**src/rtl/pc_pkg.sv**
```systemverilog
// ---------------------------------------------------------------------------
// pc_pkg: shared definitions for the ForthCPU program-counter unit.
//   - PC_BASEX_* / PC_OFFSETX_* adder operand select encodings
//   - PC_RESET_ADDR: address loaded into PC_A on reset
//   - lvl_width(): width of an in-service level (0..NUM_INT, NUM_INT = idle)
// Optional build macro used by the unit: PC_INT_MASK_EN.
// ---------------------------------------------------------------------------
package pc_pkg;

    typedef enum logic [1:0] {
        PC_BASEX_PC_A = 2'd0,
        PC_BASEX_REGB = 2'd1,
        PC_BASEX_ZERO = 2'd2,
        PC_BASEX_RSVD = 2'd3   // treated as PC_A
    } pc_basex_e;

    typedef enum logic [1:0] {
        PC_OFFSETX_0   = 2'd0,
        PC_OFFSETX_2   = 2'd1,
        PC_OFFSETX_4   = 2'd2,
        PC_OFFSETX_DIN = 2'd3
    } pc_offsetx_e;

    localparam int unsigned PC_RESET_ADDR = 0;

    // Levels run 0..num_int, where num_int encodes "nothing in service".
    function automatic int lvl_width(input int num_int);
        return $clog2(num_int + 1);
    endfunction

endpackage

```
**src/rtl/pc_vectored_unit_if.sv**
```systemverilog
// ---------------------------------------------------------------------------
// pc_vectored_unit_if: decoder-side bus of the program-counter unit.
//   master : decoder / bench (drives phase, select, operand, interrupt lines)
//   slave  : pc_vectored_unit (drives PC_A, PC_A_NEXT, HERE, INT_ACK,
//            INT_LEVEL, STACK_FULL, STACK_ERR)
// With PC_INT_MASK_EN defined the bus also carries IMASK_WE.
// ---------------------------------------------------------------------------
interface pc_vectored_unit_if #(
    parameter int AW      = 16,
    parameter int NUM_INT = 4
);
    import pc_pkg::*;

    localparam int LW = lvl_width(NUM_INT);

    logic               FETCH;
    logic               DECODE;
    logic               PC_ENX;
    logic [1:0]         PC_BASEX;
    logic [1:0]         PC_OFFSETX;
    logic [AW-1:0]      REGB_DOUT;
    logic [AW-1:0]      DIN;
    logic               RETI;
    logic [NUM_INT-1:0] INT_REQ;
`ifdef PC_INT_MASK_EN
    logic               IMASK_WE;
`endif
    logic [NUM_INT-1:0] INT_ACK;
    logic [AW-1:0]      HERE;
    logic [AW-1:0]      PC_A_NEXT;
    logic [AW-1:0]      PC_A;
    logic [LW-1:0]      INT_LEVEL;
    logic               STACK_FULL;
    logic               STACK_ERR;

    modport master (
`ifdef PC_INT_MASK_EN
        output IMASK_WE,
`endif
        output FETCH, DECODE, PC_ENX, PC_BASEX, PC_OFFSETX, REGB_DOUT, DIN, RETI, INT_REQ,
        input  INT_ACK, HERE, PC_A_NEXT, PC_A, INT_LEVEL, STACK_FULL, STACK_ERR
    );

    modport slave (
`ifdef PC_INT_MASK_EN
        input  IMASK_WE,
`endif
        input  FETCH, DECODE, PC_ENX, PC_BASEX, PC_OFFSETX, REGB_DOUT, DIN, RETI, INT_REQ,
        output INT_ACK, HERE, PC_A_NEXT, PC_A, INT_LEVEL, STACK_FULL, STACK_ERR
    );

endinterface

```
**src/rtl/pc_ret_stack.sv**
```systemverilog
// ---------------------------------------------------------------------------
// pc_ret_stack: return-address LIFO for nested interrupts.
//   clk, rst : clock, synchronous active-high reset (empties the stack)
//   push/din : store din on top (ignored when full)
//   pop      : discard top entry (ignored when empty)
//   top      : current top entry (undefined when empty)
//   full, empty, count : occupancy
// Push and pop are never requested together by the PC unit.
// ---------------------------------------------------------------------------
module pc_ret_stack #(
    parameter int W     = 19,
    parameter int DEPTH = 4,
    localparam int CW   = $clog2(DEPTH + 1)
) (
    input  logic          clk,
    input  logic          rst,
    input  logic          push,
    input  logic          pop,
    input  logic [W-1:0]  din,
    output logic [W-1:0]  top,
    output logic          full,
    output logic          empty,
    output logic [CW-1:0] count
);

    logic [W-1:0] mem [DEPTH];

    assign full  = (count == CW'(DEPTH));
    assign empty = (count == '0);
    assign top   = mem[count - CW'(1)];

    always_ff @(posedge clk) begin
        if (rst) begin
            count <= '0;
        end else if (push && !full) begin
            count <= count + CW'(1);
        end else if (pop && !empty) begin
            count <= count - CW'(1);
        end
    end

    // Entry storage is not reset; occupancy alone decides what is valid.
    always_ff @(posedge clk) begin
        if (!rst && push && !full) begin
            mem[count] <= din;
        end
    end

endmodule

```
**src/rtl/pc_vectored_unit.sv**
```systemverilog
// ---------------------------------------------------------------------------
// pc_vectored_unit: ForthCPU program counter with NUM_INT prioritised,
// nestable interrupt vectors.
//   CLK, RESET : clock, synchronous active-high reset
//   bus        : pc_vectored_unit_if.slave (phase qualifiers, adder selects,
//                operands, RETI, INT_REQ in; PC_A, PC_A_NEXT, HERE, INT_ACK,
//                INT_LEVEL, STACK_FULL, STACK_ERR out)
// Optional macro PC_INT_MASK_EN adds IMASK_WE and a per-line mask register
// (loaded from DIN, reset to all ones).
// ---------------------------------------------------------------------------
module pc_vectored_unit
    import pc_pkg::*;
#(
    parameter int AW          = 16,
    parameter int NUM_INT     = 4,
    parameter int STACK_DEPTH = 4,
    parameter int VEC_BASE    = 4,
    parameter int VEC_STRIDE  = 4
) (
    input  logic              CLK,
    input  logic              RESET,
    pc_vectored_unit_if.slave bus
);

    localparam int LW = lvl_width(NUM_INT);
    localparam int CW = $clog2(STACK_DEPTH + 1);
    localparam logic [LW-1:0] LVL_NONE = LW'(NUM_INT);

    logic [AW-1:0]      arga, argb, sum;
    logic [AW-1:0]      pc_a, here;
    logic [LW-1:0]      int_level;
    logic [NUM_INT-1:0] int_ack, req_en;
    logic               stack_err;
    logic               step, push, pop;
    logic               st_full, st_empty;
    logic [CW-1:0]      st_count;
    logic [AW+LW-1:0]   st_top;
    logic [AW-1:0]      top_addr;
    logic [LW-1:0]      top_lvl;
    logic               take_hit, tc_hit;
    logic [LW-1:0]      take_idx, tc_idx;
    logic               do_tc, do_take, do_ret;

    function automatic logic [AW-1:0] vec_addr(input logic [LW-1:0] idx);
        return AW'(VEC_BASE) + AW'(idx) * AW'(VEC_STRIDE);
    endfunction

    always_comb begin
        case (pc_basex_e'(bus.PC_BASEX))
            PC_BASEX_REGB: arga = bus.REGB_DOUT;
            PC_BASEX_ZERO: arga = '0;
            default:       arga = pc_a;
        endcase
        case (pc_offsetx_e'(bus.PC_OFFSETX))
            PC_OFFSETX_2:   argb = AW'(2);
            PC_OFFSETX_4:   argb = AW'(4);
            PC_OFFSETX_DIN: argb = bus.DIN;
            default:        argb = '0;
        endcase
    end

    assign sum = arga + argb;

`ifdef PC_INT_MASK_EN
    logic [NUM_INT-1:0] int_mask;

    // A take in the same cycle as a mask write sees the old mask.
    always_ff @(posedge CLK) begin
        if (RESET) begin
            int_mask <= '1;
        end else if (bus.IMASK_WE) begin
            int_mask <= bus.DIN[NUM_INT-1:0];
        end
    end

    assign req_en = bus.INT_REQ & int_mask;
`else
    assign req_en = bus.INT_REQ;
`endif

    assign {top_addr, top_lvl} = st_top;

    // Two priority searches: against the current level for a fresh take and
    // against the interrupted level (stack top) for tail-chaining on RETI.
    // Scanning downwards leaves the lowest qualifying index.
    always_comb begin
        take_hit = 1'b0;
        take_idx = '0;
        tc_hit   = 1'b0;
        tc_idx   = '0;
        for (int i = NUM_INT - 1; i >= 0; i--) begin
            if (req_en[i] && (LW'(i) < int_level)) begin
                take_hit = 1'b1;
                take_idx = LW'(i);
            end
            if (req_en[i] && (LW'(i) < top_lvl)) begin
                tc_hit = 1'b1;
                tc_idx = LW'(i);
            end
        end
    end

    assign step    = bus.PC_ENX && bus.FETCH;
    assign do_tc   = step && bus.RETI && tc_hit && (st_count != '0);
    assign do_take = step && !bus.RETI && take_hit && !st_full;
    assign do_ret  = step && bus.RETI && !do_tc && !st_empty;
    assign push    = do_take;
    assign pop     = do_ret;

    pc_ret_stack #(
        .W     (AW + LW),
        .DEPTH (STACK_DEPTH)
    ) u_stack (
        .clk   (CLK),
        .rst   (RESET),
        .push  (push),
        .pop   (pop),
        .din   ({sum, int_level}),
        .top   (st_top),
        .full  (st_full),
        .empty (st_empty),
        .count (st_count)
    );

    always_ff @(posedge CLK) begin
        if (RESET) begin
            pc_a      <= AW'(PC_RESET_ADDR);
            here      <= '0;
            int_level <= LVL_NONE;
            int_ack   <= '0;
            stack_err <= 1'b0;
        end else begin
            int_ack <= '0;
            if (bus.PC_ENX && bus.DECODE) begin
                here <= sum;
            end
            if (do_tc) begin
                int_level <= tc_idx;
                pc_a      <= vec_addr(tc_idx);
                int_ack   <= NUM_INT'(1) << tc_idx;
            end else if (do_take) begin
                int_level <= take_idx;
                pc_a      <= vec_addr(take_idx);
                int_ack   <= NUM_INT'(1) << take_idx;
            end else if (do_ret) begin
                pc_a      <= top_addr;
                int_level <= top_lvl;
            end else if (step) begin
                pc_a <= sum;
                if (bus.RETI) begin
                    stack_err <= 1'b1;
                end
            end
        end
    end

    assign bus.PC_A_NEXT  = sum;
    assign bus.PC_A       = pc_a;
    assign bus.HERE       = here;
    assign bus.INT_LEVEL  = int_level;
    assign bus.INT_ACK    = int_ack;
    assign bus.STACK_FULL = st_full;
    assign bus.STACK_ERR  = stack_err;

endmodule

```
**src/flat_wrapper.sv**
```systemverilog
// flat-port wrapper written by rule: the top's interface ports become plain ports
module pc_vectored_unit_flat import pc_pkg::*;
#(
    parameter int AW          = 16,
    parameter int NUM_INT     = 4,
    parameter int STACK_DEPTH = 4,
    parameter int VEC_BASE    = 4,
    parameter int VEC_STRIDE  = 4
)
  (CLK, RESET, bus_FETCH, bus_DECODE, bus_PC_ENX, bus_PC_BASEX, bus_PC_OFFSETX, bus_REGB_DOUT, bus_DIN, bus_RETI, bus_INT_REQ, bus_INT_ACK, bus_HERE, bus_PC_A_NEXT, bus_PC_A, bus_INT_LEVEL, bus_STACK_FULL, bus_STACK_ERR);
  pc_vectored_unit_if #(.AW(AW), .NUM_INT(NUM_INT)) bus_i ();
  input  logic CLK;
  input  logic RESET;
  input wire logic [$bits(bus_i.FETCH)-1:0] bus_FETCH;
  input wire logic [$bits(bus_i.DECODE)-1:0] bus_DECODE;
  input wire logic [$bits(bus_i.PC_ENX)-1:0] bus_PC_ENX;
  input wire logic [$bits(bus_i.PC_BASEX)-1:0] bus_PC_BASEX;
  input wire logic [$bits(bus_i.PC_OFFSETX)-1:0] bus_PC_OFFSETX;
  input wire logic [$bits(bus_i.REGB_DOUT)-1:0] bus_REGB_DOUT;
  input wire logic [$bits(bus_i.DIN)-1:0] bus_DIN;
  input wire logic [$bits(bus_i.RETI)-1:0] bus_RETI;
  input wire logic [$bits(bus_i.INT_REQ)-1:0] bus_INT_REQ;
  output wire logic [$bits(bus_i.INT_ACK)-1:0] bus_INT_ACK;
  output wire logic [$bits(bus_i.HERE)-1:0] bus_HERE;
  output wire logic [$bits(bus_i.PC_A_NEXT)-1:0] bus_PC_A_NEXT;
  output wire logic [$bits(bus_i.PC_A)-1:0] bus_PC_A;
  output wire logic [$bits(bus_i.INT_LEVEL)-1:0] bus_INT_LEVEL;
  output wire logic [$bits(bus_i.STACK_FULL)-1:0] bus_STACK_FULL;
  output wire logic [$bits(bus_i.STACK_ERR)-1:0] bus_STACK_ERR;
  assign bus_i.FETCH = bus_FETCH;
  assign bus_i.DECODE = bus_DECODE;
  assign bus_i.PC_ENX = bus_PC_ENX;
  assign bus_i.PC_BASEX = bus_PC_BASEX;
  assign bus_i.PC_OFFSETX = bus_PC_OFFSETX;
  assign bus_i.REGB_DOUT = bus_REGB_DOUT;
  assign bus_i.DIN = bus_DIN;
  assign bus_i.RETI = bus_RETI;
  assign bus_i.INT_REQ = bus_INT_REQ;
  assign bus_INT_ACK = bus_i.INT_ACK;
  assign bus_HERE = bus_i.HERE;
  assign bus_PC_A_NEXT = bus_i.PC_A_NEXT;
  assign bus_PC_A = bus_i.PC_A;
  assign bus_INT_LEVEL = bus_i.INT_LEVEL;
  assign bus_STACK_FULL = bus_i.STACK_FULL;
  assign bus_STACK_ERR = bus_i.STACK_ERR;
  pc_vectored_unit #(.AW(AW), .NUM_INT(NUM_INT), .STACK_DEPTH(STACK_DEPTH), .VEC_BASE(VEC_BASE), .VEC_STRIDE(VEC_STRIDE)) u_core (.CLK(CLK), .RESET(RESET), .bus(bus_i));
endmodule
```
**config.mk**
```make
export PLATFORM = sky130hd
export DESIGN_NAME = pc_vectored_unit_flat
export DESIGN_NICKNAME = d
export VERILOG_FILES = /design/src/rtl/pc_pkg.sv /design/src/rtl/pc_vectored_unit_if.sv /design/src/rtl/pc_ret_stack.sv /design/src/rtl/pc_vectored_unit.sv /design/src/flat_wrapper.sv
export SDC_FILE = /design/constraint.sdc
export NUM_CORES = 1
export LEC_CHECK = 0
export CORE_UTILIZATION = 23
export CTS_CLUSTER_SIZE = 10
export DETAILED_ROUTE_END_ITERATION = 6
export PLACE_DENSITY = 0.45
export SLEW_MARGIN = 20
export SYNTH_ARGS = -nofsm -noshare
export SYNTH_HDL_FRONTEND = slang
export SYNTH_SLANG_ARGS = --single-unit
```
**constraint.sdc**
```tcl
create_clock -name CLK -period 8.9 [get_ports CLK]
set_clock_uncertainty 0.1 [all_clocks]
set_input_delay 2.67 -clock CLK [delete_from_list [all_inputs] [get_ports CLK]]
set_output_delay 2.67 -clock CLK [all_outputs]
set_load 0.03 [all_outputs]
```
==> flow_summary_export.csv, run 1 <==
group,metric,value,unit
setup_path,critPathArrivalTime,5.89,ns
finish,nets,675,
detailed_routing,totalWireLength,17.7,mm
timing,grt_setup_unrepaired,"false",
finish,layout_commonest_cell,"clkdlybuf4s50_1",
cts,htreeDepth,4,
global_routing,grt_pass1_vias,4561,
finish,synthToLayoutAreaGrowth,37.1,%
cts,cts_buffers,17,
setup_path,endpoint_kind,"output port",
timing,slew_violations,0,
pwr,power.density,187,nW/um2
floorplanning,dieArea,25900,um2
logic_synthesis,synth_top_area_share,39.2,%
timing,setup_slack,0.240,ns
logic_synthesis,synthDistinctLibCells,61,
logic_synthesis,synth_xor_area_share,2.26,%
logic_synthesis,syn_area,5820,um2
floorplanning,initial_core_util,23.7,%
setup_path,cpPeakStageDelay,0.49,ns
cts,cts_tree,"yes",
floorplanning,io_pins,103,
pwr,power_frac_seq,40.9,%
timing,tightest_slew,1.08,ns
global_routing,grt_max_degree,32,
logic_synthesis,synthMuxAreaShare,10.1,%
finish,multi_input_area,2540,um2
pwr,swShare,25.4,%
detailed_routing,drtIter0Drc,213,
cts,cts.sinks,119,
worst_hold_path,min-delay-path-class,"register to register",
logic_synthesis,synth_compound_area_share,13.8,%
logic_synthesis,async_flop_share,0,%
logic_synthesis,synth_nets,551,
logic_synthesis,synth_top_family_by_area,"compound AO/OA/AOI/OAI gates",
detailed_routing,ant_nets,0,
timing,timing.fmax,0.115,GHz
floorplanning,die_h,161,um
logic_synthesis,netlist_instances,479,
logic_synthesis,synthTopCellsByArea,"edfxtp_1, dfxtp_1, mux4_2",
finish,antennaDiodeCount,0,
logic_synthesis,synthFlopType,"edfxtp_1",
finish,fin_cells,940,
finish,layout_common_cells,"clkdlybuf4s50_1, edfxtp_1, nand2_1",
place,io_buffers,102,
logic_synthesis,synth_edf_count,76,
finish,final-seq-area,3140,um2
cts,root_buffer,"clkbuf_16",
pwr,p_sw,0.379,mW
logic_synthesis,avgSynthCellArea,12.1,um2
logic_synthesis,yosysSeqAreaShare,54.0,%
finish,n_fill_cell,2481,
global_routing,grt_usage,14.0,%
floorplanning,rows,57,
logic_synthesis,synthSimpleGateAreaFrac,11.4,%
detailed_routing,vias,4324,
detailed_routing,drc,0,
pwr,p_clk_share,43.5,%
detailed_routing,vias_per_cell,4.60,
pwr,combPwrFrac,15.6,%
logic_synthesis,yosysTopAreaCell,"edfxtp_1",
pwr,p_leak,2.85,nW
place,dp_hpwl,12.7,mm
logic_synthesis,synth_fa_ha_area_share,5.72,%
setup_path,crit_path_max_fanout,4,
cts,clk_latency,0.41,ns
job,maxCapViolCount,0,
pwr,power,1.49,mW
detailed_routing,drtPass1Iterations,4,
floorplanning,coreArea,24500,um2
cts,clk_pin_slew,0.06,ns
setup_path,critPathRequiredTime,6.13,ns
setup_path,path_class,"input pin to output port",
setup_path,cp_top_family,"adder cells",
setup_path,path_cells,"clkdlybuf4s50_1 > inv_1 > ha_1 > nor2b_1 > a22o_1 > ha_1 > inv_1 > fa_1 > nor2b_1 > o31a_1 > o211ai_1 > nand2b_1 > xor2_1 > buf_12",
finish,drive_gt1_share,17.0,%
status,status,"finished clean",
timing,timing_hold_violations_final,0,
timing,final.min_clock_period,8.66,ns
logic_synthesis,yosys_warnings,0,
place,gp_congestion,0.832,
place,dp_slack,0.163,ns
setup_path,cpMaxStageDelayCell,"xor2_1",
timing,setup_viol,0,
place,dp_cells,908,
pwr,internal_power,1.11,mW
global_routing,grt.overflow.total,0,
cts,cts_setup_buffers,0,
global_routing,antenna_found_initial,0,
timing,period_share,97.3,%
setup_path,start_kind,"input pin",
global_routing,grt_pass1_wl,27.4,mm
cts,clock_path_buffers,2,
timing,slew_headroom,28.3,%
timing,tns,0,ns
floorplanning,die-width,161,um
detailed_routing,wire_per_inst,18.8,um
pwr,worst_ir_drop_vdd,124,uV
setup_path,worst-path-buf-inv,4,
logic_synthesis,ys_ff_latch,119,
flip-flops by register name, summed over array words and instances, names as in the netlist:
signal                flops
u_core.u_stack.mem       76
u_core.bus.STACK_ERR      1
u_core.bus.HERE          16
u_core.bus.INT_ACK        4
u_core.bus.INT_LEVEL      3
u_core.bus.PC_A          16
u_core.u_stack.count      3
path summary, 6_finish.rpt:
path,startpoint,endpoint,slack [ns],depth (start not counted)
max,bus_PC_BASEX[1],bus_PC_A_NEXT[8],0.24,14
max reg2reg,u_core.u_stack.count[1],u_core.bus.PC_A[4],4.94,8
min reg2reg,u_core.bus.HERE[4],u_core.bus.HERE[4],0.36,2
min,u_core.bus.HERE[4],u_core.bus.HERE[4],0.36,2
tightest hold or removal path, cell delays in order, from the launching register on:
cell	delay, ns
dfxtp_1	0.31
nand2_1	0.05
a21oi_1	0.05
power by group through the flow:
stage	clock network, mW	logic [mW]	registers, mW
after floorplan	0	0.108	0.633
final	0.649	0.233	0.611
after detailed placement	0	0.235	0.623
after CTS	0.662	0.237	0.612
after global placement	0	0.233	0.623
after global routing	0.686	0.250	0.612
cell type report:
class | instances | area share (%)
clock inverters | 11 | 1.19
multi-input cells | 328 | 31.8
flip-flops and latches | 119 | 39.4
clock buffers | 21 | 5.91
well taps | 324 | 5.08
repair buffers | 125 | 16.1
inverters | 12 | 0.565
cell families (layout without fill, tap and decap cells):
family                   count (synthesis)  in the layout
AND/OR/NAND/NOR                        138            138
flip-flops                             119            119
AO/OA/AOI/OAI                          115            115
multiplexers                            34             34
buffers and inverters                   32            169
adder cells (fa/ha/maj)                 26             26
XOR/XNOR                                15             15
through the flow:
stage	util [%]	area, um2	hold slack [ns]
5_1_grt	32.5	7980	0.384
4_1_cts	32.5	7980	0.364
2_1_floorplan	-	5820	0.393
6_report	32.5	7980	0.363
3_3_place_gp	30.2	7400	0.350
3_5_place_dp	30.2	7410	0.352
routing by layer:
| metal | wire length (um) | GRT usage, % |
|---|---|---|
| met3 | 713 | 2.41 |
| met5 | 0 | 0 |
| met2 | 8340 | 22.7 |
| met1 | 8330 | 18.7 |
| met4 | 311 | 4.80 |
cell usage after synthesis, types with 2 or more instances:
master    number
a22oi_1        3
nor2_1        28
edfxtp_1      76
a211o_1        3
o21ai_0       11
nand2b_1       7
ha_1          25
buf_2          2
inv_1         12
a211oi_1       5
clkbuf_1      10
a31oi_1        2
xnor2_1        9
and3_1        14
nand2_1       53
buf_1          4
a21oi_1       36
a221o_1        2
xor2_1         6
mux2_2         4
nand3_1        3
mux2i_1       11
a21o_1         4
dfxtp_1       43
nor3_1         7
and2_1         6
o21a_1         4
a22o_1        18
nor3b_1        3
o21ai_1       11
mux4_2        18
nor2b_1        8
buf_6          3
repair_timing:
| item | CTS | global route |
|---|---|---|
| gates resized for setup | 0 | 1 |
| setup endpoints to repair | 0 | 2 |
| hold buffers | 0 | 0 |
| endpoints found under the hold margin | 0 | 0 |
Note: power is estimated with default switching activity, not from simulation.
==> run 2, diff against run 1 <==
REMOVE_ABC_BUFFERS = 1   (was not set)
==> flow_summary_export.csv, run 2 (synthesis results as in run 1) <==
group,metric,value,unit
status,status,"finished clean",
setup_path,rr_worst_depth,8,
cts,htreeDepth,4,
floorplanning,io_pins,103,
floorplanning,die_h,161,um
floorplanning,coreArea,24500,um2
cts,cts_resized,0,
setup_path,start_kind,"input pin",
setup_path,rr_endpoint,"u_core.bus.PC_A[4]",
setup_path,reg2reg_from,"u_core.u_stack.count[1]",
global_routing,grt_usage,13.8,%
timing,tns,0,ns
place,io_buffers,102,
cts,cts_buffers,17,
detailed_routing,totalWireLength,17.3,mm
detailed_routing,drtIter0Drc,236,
global_routing,grt_pass1_wl,26.6,mm
cts,clk_latency,0.41,ns
cts,cts.sinks,119,
detailed_routing,vias,4224,
setup_path,cp-startpoint,"bus_PC_BASEX[1]",
detailed_routing,wire_per_inst,18.5,um
timing,period_share,97.0,%
cts,root_buffer,"clkbuf_16",
place,dp_hpwl,12.0,mm
finish,drive_gt1_share,15.9,%
finish,regMostFlops,"u_core.u_stack.mem",
pwr,worst_ir_drop_vdd,123,uV
detailed_routing,ant_nets,0,
setup_path,crit_path_max_fanout,5,
setup_path,critPathRequiredTime,6.13,ns
timing,final.min_clock_period,8.64,ns
timing,slew_headroom,24.8,%
floorplanning,rows,57,
detailed_routing,drc,0,
setup_path,cpMaxStageDelayCell,"clkdlybuf4s50_1",
floorplanning,die-width,161,um
finish,antennaDiodeCount,0,
detailed_routing,drtPass1Iterations,4,
setup_path,rrSetupSlack,4.61,ns
setup_path,endpoint_kind,"output port",
global_routing,antenna_found_initial,0,
floorplanning,initial_core_util,23.7,%
timing,tightest_slew,1.13,ns
global_routing,grt_max_degree,32,
floorplanning,dieArea,25900,um2
setup_path,path_cells,"clkdlybuf4s50_1 > inv_1 > ha_1 > nor2b_2 > buf_4 > a22o_1 > ha_1 > nor2b_1 > o31a_1 > o211ai_1 > a21oi_1 > xnor2_1 > inv_1 > buf_12",
cts,clock_path_buffers,2,
finish,layout_common_cells,"clkdlybuf4s50_1, edfxtp_1, nand2_1",
place,gp_congestion,0.811,
timing,slew_violations,0,
finish,nets,670,
finish,fin_util,32.3,%
finish,synthToLayoutAreaGrowth,36.1,%
setup_path,crit_end,"bus_PC_A_NEXT[10]",
finish,largest_reg_flops,76,
setup_path,critPathArrivalTime,5.87,ns
global_routing,grt_pass1_vias,4475,
timing,timing_hold_violations_final,0,
cts,clk_pin_slew,0.05,ns
worst_hold_path,min-delay-path-class,"register to register",
pwr,p_leak,2.83,nW
timing,grt_setup_unrepaired,"false",
pwr,power.density,197,nW/um2
timing,setup_viol,0,
cts,cts_tree,"yes",
global_routing,grt.overflow.total,0,
timing,timing.fmax,0.116,GHz
detailed_routing,vias_per_cell,4.52,
setup_path,path_class,"input pin to output port",
cts,cts_setup_buffers,0,
finish,n_fill_cell,2485,
finish,layout_commonest_cell,"clkdlybuf4s50_1",
setup_path,cpPeakStageDelay,0.45,ns
cts,postCtsHoldBufs,0,
job,maxCapViolCount,0,
==> run 2: changes by cell type in the layout (fill, tap and decap cells not counted), sizes merged <==
cell,previous run,this run
bufinv,1,5
clkinvlp,2,1
clkbuf,21,20
inv,15,12
buf,38,33
==> run 2: power breakdown <==
| part | leakage (nW) | switching, mW | total (mW) | internal, mW |
|---|---|---|---|---|
| clock | 0.302 | 0.239 | 0.737 | 0.498 |
| combinational | 1.48 | 0.123 | 0.216 | 0.0922 |
| sequential | 1.04 | 0.00784 | 0.610 | 0.602 |
==> run 2: metal layers <==
layer,part of all wire [%],global-route usage (%),routed length [um]
met5,0,0,0
met2,49,23.4,8420
met1,47,17.7,8060
met4,1.5,4.63,259
met3,3.1,2.59,533
==> run 2: metrics by stage <==
| step | hold WS (ns) | worst slack, ns | instances | power, mW | area, um2 |
|---|---|---|---|---|---|
| finish | 0.355 | 0.264 | 934 | 1.56 | 7920 |
| global route | 0.387 | 0.0322 | 934 | 1.62 | 7920 |
| CTS | 0.358 | 0.0750 | 934 | 1.58 | 7910 |
| detailed placement | 0.350 | 0.0675 | 903 | 0.839 | 7280 |
| global placement | 0.345 | 0.135 | 903 | 0.837 | 7280 |
| floorplan | 0.393 | -0.0501 | 459 | 0.736 | 5710 |
==> run 2: area by class of cell <==
cell class	count	area (um2)	area share [%]
Clock inverter	11	179	2.26
Tap cell	324	405	5.12
Clock buffer	20	447	5.64
Multi-Input combinational cell	328	2540	32.1
Sequential cell	119	3140	39.7
Inverter	12	45.0	0.569
Timing Repair Buffer	120	1160	14.6
==> run 2: worst min-delay path by stage <==
stage	start	end	slack, ns	cells past startpoint
after CTS	u_core.bus.HERE[12]	u_core.bus.HERE[12]	0.36	2
after floorplan	u_core.u_stack.count[2]	u_core.u_stack.count[2]	0.39	2
after detailed placement	u_core.bus.HERE[12]	u_core.bus.HERE[12]	0.35	2
final	u_core.bus.HERE[15]	u_core.bus.HERE[15]	0.35	2
after global placement	u_core.bus.HERE[0]	u_core.bus.HERE[0]	0.35	2
after global routing	u_core.bus.HERE[7]	u_core.bus.HERE[7]	0.39	2
==> run 2: critical path: cells and delay by family <==
kind / cells / cell delay [ns]
and+or+nand+nor: 2 / 0.42
AOI/OAI and AO/OA: 4 / 0.77
adders and majority gates: 2 / 0.55
xor gates and xnor gates: 1 / 0.36
buffers and inverters: 5 / 1.08
